==> config.mk <==
export PLATFORM = sky130hd
export DESIGN_NAME = vga_fb_fetch_arbiter
export DESIGN_NICKNAME = d
export VERILOG_FILES = /design/src/rtl/vga_fb_fetch_arbiter.sv
export SDC_FILE = /design/constraint.sdc
export NUM_CORES = 1
export LEC_CHECK = 0
export ABC_AREA = 1
export BUFFER_PORTS_ARGS = -buffer_cell sky130_fd_sc_hd__buf_2
export CAP_MARGIN = 20
export CORE_UTILIZATION = 55
export CTS_BUF_LIST = sky130_fd_sc_hd__clkbuf_4
export DETAILED_ROUTE_END_ITERATION = 8
export GPL_TIMING_DRIVEN = 0
export MAX_ROUTING_LAYER = met4
export PLACE_DENSITY_LB_ADDON = 0.15
export SYNTH_ARGS = -nofsm -noshare
export SYNTH_HDL_FRONTEND = slang
export SYNTH_SLANG_ARGS = --single-unit
==> constraint.sdc <==
create_clock -name clk -period 4.4 [get_ports clk]
set_input_delay 0.88 -clock clk [delete_from_list [all_inputs] [get_ports clk]]
set_output_delay 0.88 -clock clk [all_outputs]
set_load 0.1 [all_outputs]
==> src/rtl/vga_fb_fetch_arbiter.sv <==
// rtl/vga_fb_fetch_arbiter.sv - framebuffer port arbiter: display line prefetch vs pixel writer
// Ports:
//   clk, reset                 pixel clock, synchronous active-high reset
//   enable                     arms line prefetch triggers
//   fb_base                    frame base word address (reloaded at line 0)
//   x_idx, y_idx               scan counters from the sync controllers
//   wr_req/wr_addr/wr_data     writer request, held until wr_done
//   wr_done                    1-cycle writer completion pulse
//   mem_req/mem_we/mem_addr/mem_wdata/mem_ack/mem_rdata
//                              single-outstanding memory port
//   lb_we/lb_bank/lb_waddr/lb_wdata
//                              ping-pong line buffer write port
//   underrun                   sticky: a prefetch missed its line deadline
module vga_fb_fetch_arbiter #(
  parameter int PIXELS_H     = 1920,
  parameter int PIXELS_V     = 1080,
  parameter int V_TOTAL      = 1125,
  parameter int PIX_PER_WORD = 4,
  parameter int ADDR_W       = 20,
  parameter int DATA_W       = 48,
  parameter int WR_MAX_WAIT  = 64
) (
  input  logic              clk,
  input  logic              reset,
  input  logic              enable,
  input  logic [ADDR_W-1:0] fb_base,
  input  logic [11:0]       x_idx,
  input  logic [11:0]       y_idx,
  input  logic              wr_req,
  input  logic [ADDR_W-1:0] wr_addr,
  input  logic [DATA_W-1:0] wr_data,
  output logic              wr_done,
  output logic              mem_req,
  output logic              mem_we,
  output logic [ADDR_W-1:0] mem_addr,
  output logic [DATA_W-1:0] mem_wdata,
  input  logic              mem_ack,
  input  logic [DATA_W-1:0] mem_rdata,
  output logic              lb_we,
  output logic              lb_bank,
  output logic [8:0]        lb_waddr,
  output logic [DATA_W-1:0] lb_wdata,
  output logic              underrun
);

  localparam int WORDS  = PIXELS_H / PIX_PER_WORD;
  localparam int WAIT_W = $clog2(WR_MAX_WAIT + 1);

  typedef enum logic [1:0] {IDLE, FETCH, WRITE} state_t;

  state_t            state;
  logic [11:0]       prev_x;
  logic              fetch_pending;
  logic              discard;      // in-flight read belongs to an abandoned line
  logic [8:0]        word;
  logic [ADDR_W-1:0] line_base;
  logic [ADDR_W-1:0] base_acc;     // base of the most recent target line, tracked even when disabled
  logic              tgt_bank;
  logic [WAIT_W-1:0] wait_cnt;

  logic              has_target;
  logic [11:0]       target;
  logic              trig;
  logic              trig_accept;
  logic [ADDR_W-1:0] next_base;
  logic              wr_starved;
  logic              grant_write;
  logic              grant_fetch;

  always_comb begin
    has_target = 1'b0;
    target     = '0;
    if (y_idx < 12'(PIXELS_V - 1)) begin
      has_target = 1'b1;
      target     = y_idx + 12'd1;
    end else if (y_idx == 12'(V_TOTAL - 1)) begin
      has_target = 1'b1;
    end
  end

  assign trig        = (x_idx == 12'd0) && (prev_x != 12'd0) && has_target;
  assign trig_accept = trig && enable;
  assign next_base   = (target == 12'd0) ? fb_base : base_acc + ADDR_W'(WORDS);
  assign wr_starved  = (wait_cnt >= WAIT_W'(WR_MAX_WAIT));
  // A trigger cycle never grants: the fetch address would still be the old line's.
  assign grant_write = (state == IDLE) && !trig_accept && wr_req && (!fetch_pending || wr_starved);
  assign grant_fetch = (state == IDLE) && !trig_accept && !grant_write && fetch_pending;

  always_ff @(posedge clk) begin
    if (reset) begin
      state         <= IDLE;
      prev_x        <= '0;
      fetch_pending <= 1'b0;
      discard       <= 1'b0;
      word          <= '0;
      line_base     <= '0;
      base_acc      <= '0;
      tgt_bank      <= 1'b0;
      wait_cnt      <= '0;
      wr_done       <= 1'b0;
      mem_req       <= 1'b0;
      mem_we        <= 1'b0;
      mem_addr      <= '0;
      mem_wdata     <= '0;
      lb_we         <= 1'b0;
      lb_bank       <= 1'b0;
      lb_waddr      <= '0;
      lb_wdata      <= '0;
      underrun      <= 1'b0;
    end else begin
      prev_x  <= x_idx;
      lb_we   <= 1'b0;
      wr_done <= 1'b0;

      if (trig) base_acc <= next_base;

      if (wr_req && (state != WRITE) && !grant_write && !wr_starved)
        wait_cnt <= wait_cnt + WAIT_W'(1);

      if (trig_accept) begin
        if (fetch_pending) underrun <= 1'b1;
        fetch_pending <= 1'b1;
        word          <= '0;
        line_base     <= next_base;
        tgt_bank      <= target[0];
      end

      case (state)
        IDLE: begin
          if (grant_write) begin
            state     <= WRITE;
            mem_req   <= 1'b1;
            mem_we    <= 1'b1;
            mem_addr  <= wr_addr;
            mem_wdata <= wr_data;
          end else if (grant_fetch) begin
            state    <= FETCH;
            mem_req  <= 1'b1;
            mem_we   <= 1'b0;
            mem_addr <= line_base + ADDR_W'(word);
          end
        end
        FETCH: begin
          if (trig_accept && !mem_ack) discard <= 1'b1;
          if (mem_ack) begin
            mem_req <= 1'b0;
            state   <= IDLE;
            discard <= 1'b0;
            if (!discard && !trig_accept) begin
              lb_we    <= 1'b1;
              lb_bank  <= tgt_bank;
              lb_waddr <= word;
              lb_wdata <= mem_rdata;
              word     <= word + 9'd1;
              if (word == 9'(WORDS - 1)) fetch_pending <= 1'b0;
            end
          end
        end
        WRITE: begin
          if (mem_ack) begin
            mem_req  <= 1'b0;
            state    <= IDLE;
            wr_done  <= 1'b1;
            wait_cnt <= '0;
          end
        end
        default: state <= IDLE;
      endcase
    end
  end

endmodule
# After elaboration in Yosys (flattened, before gate mapping)
# Cells that the tools add are included.
dict set report totals {
  regBits 204
  inputBits 165
}
dict set report op_classes {
  add_sub_neg 5
  order_cmp 2
  n_eq_ne 7
  muxes 32
  bitwise 3
  reduce_logical 37
}
# op count
set op_table {}
lappend op_table {{20-bit 2-to-1 mux} 3}
lappend op_table {{9-bit 2-to-1 mux} 4}
lappend op_table {{12-bit logical NOT} 2}
lappend op_table {{7-bit 2-to-1 mux} 3}
lappend op_table {{20-bit by 9-bit adder with 20-bit output} 1}
lappend op_table {{20-bit by 9-bit adder with 20-bit output (second input constant)} 1}
lappend op_table {{1-bit 2-to-1 mux} 16}
lappend op_table {{1-bit logical AND} 13}
lappend op_table {{12-bit by 1-bit adder with 12-bit output (second input constant)} 1}
lappend op_table {{12-bit by 11-bit equality test with 1-bit output (second input constant)} 1}
lappend op_table {{12-bit by 11-bit less-than comparator with 1-bit output (second input constant)} 1}
lappend op_table {{12-bit 2-to-1 mux} 1}
lappend op_table {{12-bit nonzero test} 1}
lappend op_table {{2-bit AND reduction} 5}
lappend op_table {{9-bit by 1-bit adder with 9-bit output (second input constant)} 1}
lappend op_table {{9-bit equality test (second input constant)} 1}
lappend op_table {{7-bit by 1-bit adder with 7-bit output (second input constant)} 1}
lappend op_table {{7-bit greater-or-equal comparator (second input constant)} 1}
lappend op_table {{1-bit logical NOT} 6}
lappend op_table {{2-bit 2-to-1 mux} 3}
lappend op_table {{3-bit AND reduction} 2}
lappend op_table {{2-bit nonzero test} 3}
lappend op_table {{2-bit case mux with 2 select lines} 1}
lappend op_table {{2-bit OR reduction} 2}
lappend op_table {{10 further kinds} 12}

# Depth between registers and ports, before layout
# Gate-level depths: netlist of the first run.
dict set report logic_depth {
  ltp_word 15
  mapped_depth 14
}

# Worst setup path after synthesis of the first run
# Ideal clock, no wire load.
dict set report synth_path {
  path_type {input to register}
  startpoint {in y_idx[0]}
  endpoint {reg base_acc[8]}
  arrival_time_ns 2.124
  required_time_ns 4.291
  setup_slack_ns 2.167
  cell_stages 11
  cell_sequence {inv_1 -> ha_1 -> nor3_1 -> o211ai_1 -> a211oi_1 -> nand2_1 -> buf_2 -> nand3_1 -> nand3_1 -> nand2_1 -> inv_1}
}
dict set report synth_between {
  elab_chain_cells 4
  word_cells_on_any_way 9
}
# item line_no
set synth_rtl {}
lappend synth_rtl {{start: declaration} 28} ;# input logic [11:0] y_idx,
lappend synth_rtl {{12-bit by 1-bit adder with 12-bit output (tied with other cells)} 75} ;# target = y_idx + 12'd1;
lappend synth_rtl {{12-bit 2-to-1 mux / 1-bit 2-to-1 mux (equally long branches)} {73, 76}}
lappend synth_rtl {{12-bit logical NOT / 1-bit 2-to-1 mux (equally long branches)} {83, 73}}
lappend synth_rtl {{20-bit 2-to-1 mux / 1-bit logical AND (equally long branches)} {83, 81}}
lappend synth_rtl {{end signal: assignment} 115} ;# if (trig) base_acc <= next_base;
lappend synth_rtl {{end: declaration} 57} ;# logic [ADDR_W-1:0] base_acc;
# Several ways; a longest one is shown, not always the timed one.
# A chain may end at the register's enable or synchronous reset.

# Worst setup path after layout of the first run
dict set report layout_path {
  startpoint {reg word[0]}
  endpoint {reg mem_addr[16]}
}
dict set report layout_between {
  elab_chain_cells 3
}
# item line_no
set layout_rtl {}
lappend layout_rtl {{start: declaration} 55} ;# logic [8:0] word;
lappend layout_rtl {{start signal: assignment} 154} ;# word <= word + 9'd1;
lappend layout_rtl {{20-bit by 9-bit adder with 20-bit output} 140} ;# mem_addr <= line_base + ADDR_W'(word);
lappend layout_rtl {{20-bit 2-to-1 mux} 136} ;# end else if (grant_fetch) begin
lappend layout_rtl {{20-bit 2-to-1 mux} 130} ;# if (grant_write) begin
lappend layout_rtl {{end signal: assignment} 134} ;# mem_addr <= wr_addr;
lappend layout_rtl {{end signal: assignment} 140}
lappend layout_rtl {{end: declaration} 35} ;# output logic [ADDR_W-1:0] mem_addr,
# No other way between the ends. The select of a mux whose other input is x is not followed.

==> results of run 1 <==
-- placed cells by master, fill, tap and decap left out, types with 24 or more instances in the layout --
| master | instances |
|---|---|
| a21oi_1 | 94 |
| buf_2 | 316 |
| clkbuf_1 | 28 |
| clkbuf_4 | 82 |
| dfxtp_1 | 204 |
| inv_1 | 141 |
| nand2_1 | 325 |
| nand3_1 | 136 |
| nor2_1 | 184 |
| o21ai_0 | 66 |
| xor2_1 | 24 |
-- synth_stat cells (2+ instances only) --
cell / n / area [um^2]
a211oi_1: 2 / 15.0
a21oi_1: 94 / 470
a21oi_2: 7 / 61.3
a31oi_1: 2 / 12.5
buf_1: 2 / 7.51
buf_2: 22 / 110
buf_4: 8 / 60.1
buf_6: 5 / 56.3
clkbuf_1: 28 / 105
clkbuf_2: 4 / 20.0
dfxtp_1: 204 / 4080
ha_1: 19 / 238
inv_1: 141 / 529
inv_2: 3 / 11.3
nand2_1: 325 / 1220
nand2_2: 3 / 18.8
nand2_4: 2 / 22.5
nand3_1: 136 / 681
nand3_2: 4 / 40.0
nand3_4: 3 / 52.6
nand3b_1: 3 / 22.5
nand4_1: 14 / 87.6
nor2_1: 184 / 691
nor2_2: 3 / 18.8
nor3_1: 19 / 95.1
nor4_1: 2 / 12.5
o211ai_1: 3 / 22.5
o21a_1: 10 / 75.1
o21ai_0: 66 / 330
o21ai_1: 8 / 40.0
or2_2: 6 / 37.5
xnor2_1: 4 / 35.0
xor2_1: 24 / 210
-- state kept, by name, summed over array words and instances (netlist names), 2 cells and up --
signal     cells
lb_wdata      48
mem_wdata     48
base_acc      20
line_base     20
mem_addr      20
prev_x        12
lb_waddr       9
word           9
wait_cnt       7
state          2
-- worst max path at each step --
stage / startpoint / endpoint / slack (ns) / cells after the start
global route: word[0] / mem_addr[16] / 1.83 / 13
detailed placement: reset / lb_wdata[1] / 1.61 / 6
floorplan: y_idx[0] / base_acc[8] / 2.17 / 11
CTS: lb_wdata[36] / lb_wdata[36] / 2.01 / 1
finish: word[0] / mem_addr[16] / 2.02 / 13
global placement: reset / lb_wdata[1] / 1.69 / 6
-- metrics by stage --
stage | util, % | hold WS, ns | area [um^2] | setup WS [ns] | total power (uW)
4_1_cts | 71.5 | 0.404 | 12000 | 2.01 | 6710
3_5_place_dp | 67.3 | 0.452 | 11300 | 1.61 | 5030
3_3_place_gp | 67.3 | 0.445 | 11300 | 1.69 | 4990
2_1_floorplan | - | 0.430 | 9580 | 2.17 | 4510
6_report | 71.5 | 0.455 | 12000 | 2.02 | 6680
5_1_grt | 71.5 | 0.436 | 12000 | 1.83 | 7000
-- worst register-to-register path, delay by kind of cell, from the launching register on --
family / cells / cell delay, ns
and+or+nand+nor: 8 / 0.64
adders and majority gates: 2 / 0.63
AOI/OAI and AO/OA: 2 / 0.47
DFF: 1 / 0.44
buffers and inverters: 1 / 0.05
-- power breakdown --
| group | internal [uW] | switching [uW] | total [uW] |
|---|---|---|---|
| Clock | 906 | 777 | 1680 |
| Sequential | 2080 | 119 | 2200 |
| Combinational | 541 | 2260 | 2800 |
| Total | 3520 | 3160 | 6680 |
-- metal layers --
metal | vias up | track usage (%) | share of wire [%] | routed length [um]
met5 | - | - | 0 | 0
met4 | 0 | 12.2 | 2.9 | 788
met3 | 58 | 4.84 | 6.1 | 1650
met2 | 343 | 51.3 | 48 | 13100
met1 | 4499 | 36.1 | 43 | 11600
li1 | 5105 | - | - | -
-- cell type report --
type	instances	area [um^2]
Sequential cell	204	4080
Tap cell	220	275
Timing Repair Buffer	294	1470
Buffer	70	379
Inverter	146	556
Fill cell	1510	4790
Clock buffer	82	616
Clock inverter	15	87.6
Multi-Input combinational cell	948	4560
-- cell families (layout without fill, tap and decap cells) --
| family | count (synthesis) | in the layout |
|---|---|---|
| DFF | 204 | 204 |
| adders and majority gates | 20 | 20 |
| AOI/OAI and AO/OA | 195 | 195 |
| and+or+nand+nor | 705 | 705 |
| buffers and inverters | 216 | 607 |
| xor gates and xnor gates | 28 | 28 |
==> impl_metrics.env, run 1 <==
export IMPL_status="finished, final reports clean"
export IMPL_fin_cells=1979
export IMPL_ys_seq_area_share_pct=42.6
export IMPL_powerDensity_mw_per_mm2=556
export IMPL_place_gp_congestion=0.912
export IMPL_tritoncts="yes"
export IMPL_grt_overflow_total=0
export IMPL_setup_viol=0
export IMPL_holdPathEnd="lb_bank"
export IMPL_skew_ns=0.0447
export IMPL_crit_chain="ha_1, inv_1, fa_1, o21ai_0, nand2_1, nand2_1, nand2_1, nand2_1, nand2_1, nand2_1, nand2_1, nand3_2, a21oi_2"
export IMPL_start_kind="register"
export IMPL_synth_compound_area_share_pct=11.0
export IMPL_slowest_delay_ns=0.44
export IMPL_grt_pass1_vias=9224
export IMPL_wl_um=27100
export IMPL_maxCapViolations=0
export IMPL_grt_antenna_before_repair=0
export IMPL_ant_nets=0
export IMPL_drive_above_1_share_pct=25.7
export IMPL_numCtsBuffers=54
export IMPL_initial_utilization_pct=56.9
export IMPL_end_kind="register"
export IMPL_core_mm2=0.0168
export IMPL_ys_types=41
export IMPL_avgRoutedWirePerCell_um=13.7
export IMPL_insertion_delay_ns=0.66
export IMPL_post_route_min_period_ns=2.38
export IMPL_rsz0062_at_grt="false"
export IMPL_hold_depth=2
export IMPL_grtUsageTotal_pct=30.4
export IMPL_layout_nets=1903
export IMPL_worstPathRequired_ns=4.89
export IMPL_ctsHoldBuffers=0
export IMPL_vdd_drop_max_mv=0.484
export IMPL_synthXorXnorAreaFrac_pct=2.56
export IMPL_hold_viol=0
export IMPL_r2r_end="mem_addr[16]"
export IMPL_avgSynthCellArea_um2=7.00
export IMPL_synth_simple_gate_area_share_pct=31.4
export IMPL_min_path_type="register to register"
export IMPL_fmax_mhz=420
export IMPL_via_count=10000
export IMPL_ff2ff_path_depth=13
export IMPL_relSlewSlack_pct=48.1
export IMPL_crit_top_cell="nand2_1"
export IMPL_hold_start="tgt_bank"
export IMPL_synth_top_flop_cell="dfxtp_1"
export IMPL_tns_ns=0
export IMPL_die_x_um=134
export IMPL_synthMuxAreaShare_pct=0
export IMPL_synth_edf_count=0
export IMPL_dp_cells=1882
export IMPL_clockRootBuffer="clkbuf_4"
export IMPL_crit_family="simple AND/OR/NAND/NOR gates"
export IMPL_areaGrowthSynthToFinish_pct=25.6
export IMPL_ys_seq_elements=204
export IMPL_cts_resized=0
export IMPL_crit_buf_inv=1
export IMPL_critPathArrivalTime_ns=2.87
export IMPL_cts_setup_buffers=0
export IMPL_first_iter_violations=531
export IMPL_syn_cell_area_mm2=0.00958
export IMPL_dp_hpwl_um=20200
export IMPL_slowest_stage="dfxtp_1"
export IMPL_r2r_slack_ns=2.02
export IMPL_cp_max_fo=5
export IMPL_antenna_cells=0
export IMPL_remaining_drc_errors=0
export IMPL_worstSetupPathType="register to register"
export IMPL_ys_warn_count=0
export IMPL_io_buffers=294
export IMPL_htreeDepth=2
export IMPL_cts_clk_slew_worst_paths_ns=0.07
export IMPL_avgViaCountPerCell=5.06
export IMPL_tightest_slew_ns=0.779
export IMPL_dieArea_mm2=0.0179
export IMPL_synth_cells=1368
export IMPL_reg2reg_from="word[0]"
export IMPL_synthesis_nets=1553
export IMPL_io_pins=296
export IMPL_period_share_pct=54.1
export IMPL_die_h_um=134
export IMPL_synth_top_family_by_area="simple AND/OR/NAND/NOR gates"
export IMPL_grt_max_degree=15
export IMPL_rows=47
export IMPL_clk_path_buf_depth=3
export IMPL_drt_pass1_iterations=5
export IMPL_cts_sinks=204
export IMPL_async_reset_ff_share_pct=0
export IMPL_grt_pass1_wl_um=43000
export IMPL_synthAdderAreaFrac_pct=2.69
export IMPL_slew_violations=0
export IMPL_leakagePower_uw=0.00619
(Power assumes the default switching activity.)
==> inputs of run 2 (changes only) <==
--- a/config.mk
+++ b/config.mk
@@ -8,7 +8,7 @@
 export ABC_AREA = 1
 export BUFFER_PORTS_ARGS = -buffer_cell sky130_fd_sc_hd__buf_2
 export CAP_MARGIN = 20
-export CORE_UTILIZATION = 55
+export CORE_UTILIZATION = 53
 export CTS_BUF_LIST = sky130_fd_sc_hd__clkbuf_4
 export DETAILED_ROUTE_END_ITERATION = 8
 export GPL_TIMING_DRIVEN = 0
==> constraint.sdc (replaced) <==
create_clock -name clk -period 2.3 [get_ports clk]
set_input_delay 0.46 -clock clk [delete_from_list [all_inputs] [get_ports clk]]
set_output_delay 0.46 -clock clk [all_outputs]
set_load 0.1 [all_outputs]
==> impl_metrics.env, run 2 (same netlist as run 1, synthesis figures left out) <==
export IMPL_period_share_pct=90.7
export IMPL_layout_common_cells="nand2_1, buf_2, dfxtp_1, nor2_1, inv_1"
export IMPL_fin_util_pct=69.0
export IMPL_fmax_mhz=479
export IMPL_maxCapViolations=0
export IMPL_grtUsageTotal_pct=29.3
export IMPL_avgRoutedWirePerCell_um=13.7
export IMPL_cp_max_fo=10
export IMPL_start_kind="primary input"
export IMPL_layout_nets=1912
export IMPL_initial_utilization_pct=54.8
export IMPL_grt_pass1_vias=9257
export IMPL_end_kind="register"
export IMPL_slew_violations=0
export IMPL_grt_antenna_before_repair=1
export IMPL_areaGrowthSynthToFinish_pct=25.9
export IMPL_io_pins=296
export IMPL_status="finished, final reports clean"
export IMPL_drt_pass1_iterations=5
export IMPL_core_mm2=0.0175
export IMPL_wl_met3_um=1820
export IMPL_clk_path_buf_depth=3
export IMPL_grt_overflow_total=0
export IMPL_leakagePower_uw=0.00619
export IMPL_wl_um=27100
export IMPL_setup_viol=0
export IMPL_top_layer="met4"
export IMPL_die_h_um=136
export IMPL_slowest_stage="dlygate4sd3_1"
export IMPL_place_gp_congestion=0.873
export IMPL_ant_nets=0
export IMPL_drt_met1_wl_um=11200
export IMPL_htreeDepth=2
export IMPL_io_buffers=294
export IMPL_hold_viol=0
export IMPL_insertion_delay_ns=0.67
export IMPL_drive_above_1_share_pct=25.7
export IMPL_met2_length_um=13200
export IMPL_post_route_min_period_ns=2.09
export IMPL_rows=48
export IMPL_critPathArrivalTime_ns=2.62
export IMPL_cts_sinks=204
export IMPL_dieArea_mm2=0.0186
export IMPL_via_count=10100
export IMPL_grt_pass1_wl_um=42500
export IMPL_layout_commonest_cell="nand2_1"
export IMPL_worstSetupPathType="primary input to register"
export IMPL_fin_hold_ws_ns=0.0357
export IMPL_skew_ns=0.0391
export IMPL_cts_clk_slew_worst_paths_ns=0.06
export IMPL_rsz0062_at_grt="false"
export IMPL_dp_hpwl_um=20300
export IMPL_numCtsBuffers=52
export IMPL_worstPathRequired_ns=2.84
export IMPL_relSlewSlack_pct=51.8
export IMPL_first_iter_violations=539
export IMPL_tightest_slew_ns=0.722
export IMPL_min_path_type="primary input to register"
export IMPL_crit_chain="dlygate4sd3_1, buf_2, nor2_1, nand2_1, nor2_1, nand2_1, nor2_2, nand3_4, nand2_4, inv_4, buf_4, o21ai_0, a21oi_1"
export IMPL_remaining_drc_errors=0
export IMPL_avgViaCountPerCell=5.08
export IMPL_slowest_delay_ns=0.55
export IMPL_vdd_drop_max_mv=0.875
export IMPL_r2r_slack_ns=0.23
export IMPL_grt_max_degree=15
export IMPL_tritoncts="yes"
export IMPL_clockRootBuffer="clkbuf_4"
export IMPL_powerDensity_mw_per_mm2=1040
export IMPL_die_x_um=136
export IMPL_reg_top3="lb_wdata: 48 flops, mem_wdata: 48 flops"
## run 2: path summary, 6_finish.rpt
path	start	endpoint	depth (start not counted)
max	x_idx[6]	lb_waddr[6]	13
min	x_idx[2]	prev_x[2]	3
max reg2reg	word[0]	mem_addr[16]	13
min reg2reg	mem_wdata[43]	mem_wdata[43]	2
## run 2: per-stage QoR
stage / total power (uW) / instances / setup TNS [ns] / instance area (um^2) / setup slack (ns)
final: 12500 / 1982 / 0 / 12100 / 0.213
after detailed placement: 9620 / 1887 / -0.0445 / 11300 / -0.0363
after global routing: 13100 / 1982 / 0 / 12100 / 0.0705
after global placement: 9560 / 1887 / 0 / 11300 / 0.00589
after floorplan: 8630 / 1368 / 0 / 9580 / 0.271
after CTS: 12600 / 1980 / 0 / 12000 / 0.0592
## run 2: power by group
group	switching (uW)	total, uW	internal [uW]
Clock	1410	2940	1520
Combinational	4320	5370	1040
Sequential	222	4200	3980
## run 2: per-layer routing
metal	global-route usage, %	vias up
met1	33.6	4534
li1	-	5108
met3	5.22	72
met5	-	-
met2	50.3	357
met4	12.0	0
## run 2: area by class of cell
type | count | area [um^2]
Antenna cell | 1 | 2.50
Buffer | 70 | 379
Clock buffer | 78 | 586
Clock inverter | 5 | 26.3
Fill cell | 1543 | 5420
Inverter | 146 | 556
Multi-Input combinational cell | 948 | 4570
Sequential cell | 204 | 4090
Tap cell | 225 | 282
Timing Repair Buffer | 305 | 1580
## run 2: timing repair
item	CTS	global route
buffers inserted	0	1
cloned	0	0
gates resized for setup	1	3
hold buffers	10	0
endpoints found under the hold margin	10	0
setup endpoints to repair	3	12
pin swaps	0	1
## run 2: critical path: cells and delay by family
kind | cells | cell delay, ns
buffers and inverters | 4 | 0.97
and+or+nand+nor | 7 | 0.96
AOI/OAI and AO/OA | 2 | 0.22
==> inputs of run 3 (changes only) <==
--- a/config.mk
+++ b/config.mk
@@ -8,8 +8,7 @@
 export ABC_AREA = 1
 export BUFFER_PORTS_ARGS = -buffer_cell sky130_fd_sc_hd__buf_2
 export CAP_MARGIN = 20
-export CORE_UTILIZATION = 53
-export CTS_BUF_LIST = sky130_fd_sc_hd__clkbuf_4
+export CORE_UTILIZATION = 52
 export DETAILED_ROUTE_END_ITERATION = 8
 export GPL_TIMING_DRIVEN = 0
 export MAX_ROUTING_LAYER = met4
==> impl_metrics.env, run 3 (same netlist as run 1, synthesis figures left out) <==
export IMPL_io_buffers=294
export IMPL_grt_max_degree=14
export IMPL_dp_hpwl_um=20500
export IMPL_leakagePower_uw=0.00614
export IMPL_fin_hold_ws_ns=0.170
export IMPL_drive_above_1_share_pct=23.7
export IMPL_ff2ff_path_depth=13
export IMPL_cts_clk_slew_worst_paths_ns=0.06
export IMPL_drt_pass1_iterations=8
export IMPL_startpoint="word[0]"
export IMPL_drt_met1_wl_um=11600
export IMPL_cp_endpoint="mem_addr[14]"
export IMPL_tritoncts="yes"
export IMPL_power_uw=13100
export IMPL_relSlewSlack_pct=47.3
export IMPL_clockRootBuffer="clkbuf_16"
export IMPL_post_route_min_period_ns=2.11
export IMPL_rsz0062_at_grt="false"
export IMPL_fin_ws_ns=0.194
export IMPL_die_h_um=138
export IMPL_cts_sinks=204
export IMPL_r2r_end="mem_addr[14]"
export IMPL_grt_pass1_wl_um=41200
export IMPL_grt_antenna_before_repair=0
export IMPL_initial_utilization_pct=53.1
export IMPL_final_cell_area_mm2=0.0121
export IMPL_wl_um=27300
export IMPL_place_ws_ns=-0.0405
export IMPL_min_path_type="primary input to register"
export IMPL_grt_pass1_vias=8658
export IMPL_postPlaceCellArea_mm2=0.0113
export IMPL_ant_nets=0
export IMPL_grtUsageTotal_pct=28.1
export IMPL_cp_max_fo=5
export IMPL_top_layer="met4"
export IMPL_end_kind="register"
export IMPL_avgRoutedWirePerCell_um=14.1
export IMPL_avgViaCountPerCell=5.08
export IMPL_worstSetupPathType="register to register"
export IMPL_grt_overflow_total=0
export IMPL_start_kind="register"
export IMPL_clk_path_buf_depth=3
export IMPL_tns_ns=0
export IMPL_maxCapViolations=0
export IMPL_place_gp_congestion=0.893
export IMPL_reg_top3="lb_wdata: 48 flops, mem_wdata: 48 flops"
export IMPL_period_share_pct=91.6
export IMPL_fill_cells=1677
export IMPL_layout_commonest_cell="nand2_1"
export IMPL_hold_depth=3
export IMPL_fmax_mhz=475
export IMPL_numCtsBuffers=22
export IMPL_htreeDepth=1
export IMPL_setup_viol=0
export IMPL_antenna_cells=0
export IMPL_status="finished, final reports clean"
export IMPL_core_mm2=0.0180
export IMPL_critPathArrivalTime_ns=2.52
export IMPL_ctsHoldBuffers=0
export IMPL_r2r_slack_ns=0.19
export IMPL_areaGrowthSynthToFinish_pct=26.0
export IMPL_skew_ns=0.00823
export IMPL_layout_nets=1871
export IMPL_rows=49
export IMPL_vdd_drop_max_mv=0.916
export IMPL_layout_common_cells="nand2_1, buf_2, dfxtp_1, nor2_1, inv_1"
export IMPL_reg2reg_from="word[0]"
export IMPL_slew_violations=0
export IMPL_remaining_drc_errors=0
export IMPL_cts_setup_buffers=0
export IMPL_wl_met3_um=1660
export IMPL_first_iter_violations=614
export IMPL_via_count=9801
export IMPL_met2_length_um=13500
export IMPL_dieArea_mm2=0.0190
export IMPL_worstPathRequired_ns=2.71
export IMPL_powerDensity_mw_per_mm2=1090
export IMPL_die_x_um=138
export IMPL_io_pins=296
export IMPL_insertion_delay_ns=0.51
export IMPL_hold_viol=0
export IMPL_tightest_slew_ns=0.790
[run 3: changes by cell type in the layout (fill, tap and decap cells not counted), sizes merged]
cell and delta:
buf -1, bufinv +2, clkbuf -45, clkinv +2, clkinvlp -2, diode -1, dlygate4sd3 -10
[run 3: report_power, final]
group,leakage (uW),switching (uW),internal [uW]
clock,0.000359,1440,2130
sequential,0.00166,220,3980
combinational,0.00412,4350,1030
[run 3: cell type report]
type	instances	area, um^2	area share, %
clock inverters	7	96.3	0.798
plain buffers	70	379	3.14
repair buffers	294	1470	12.2
multi-input cells	948	4570	37.8
clock buffers	33	632	5.23
inverters	146	556	4.60
well taps	229	287	2.37
flip-flops and latches	204	4090	33.8
[run 3: how the worst min path moves through the flow]
| stage | to | from | slack (ns) |
|---|---|---|---|
| floorplan | line_base[0] | line_base[0] | 0.43 |
| global placement | mem_we | mem_we | 0.45 |
| detailed placement | line_base[7] | line_base[7] | 0.45 |
| CTS | prev_x[8] | x_idx[8] | 0.16 |
| global route | prev_x[4] | x_idx[4] | 0.18 |
| finish | prev_x[8] | x_idx[8] | 0.17 |
[run 3: metal layers]
layer  vias to the layer above  global-route usage (%)
li1                       5012                       -
met1                      4438                    33.8
met2                       301                    49.2
met3                        50                    4.08
met4                         0                    7.00
met5                         -                       -
[run 3: timing repair]
action,4_1_cts,5_1_grt
endpoints found under the hold margin,0,0
gates resized for setup,1,3
setup endpoints to repair,3,25
cloned,0,0
[run 3: metrics by stage]
step	utilization, %	instances
global placement	62.9	1891
detailed placement	62.9	1891
finish	67.0	1931
floorplan	-	1368
global route	67.0	1931
CTS	66.9	1931
[run 3: critical path: stages, from the launching register on]
cell     delay, ns
dfxtp_2       0.38
ha_1          0.18
inv_1         0.05
fa_1          0.43
o21ai_2       0.25
nand2_1       0.08
nand2_1       0.11
nand2_1       0.06
nand2_1       0.10
xor2_1        0.08
nand2_1       0.08
inv_1         0.04
o21ai_1       0.11
inv_1         0.04
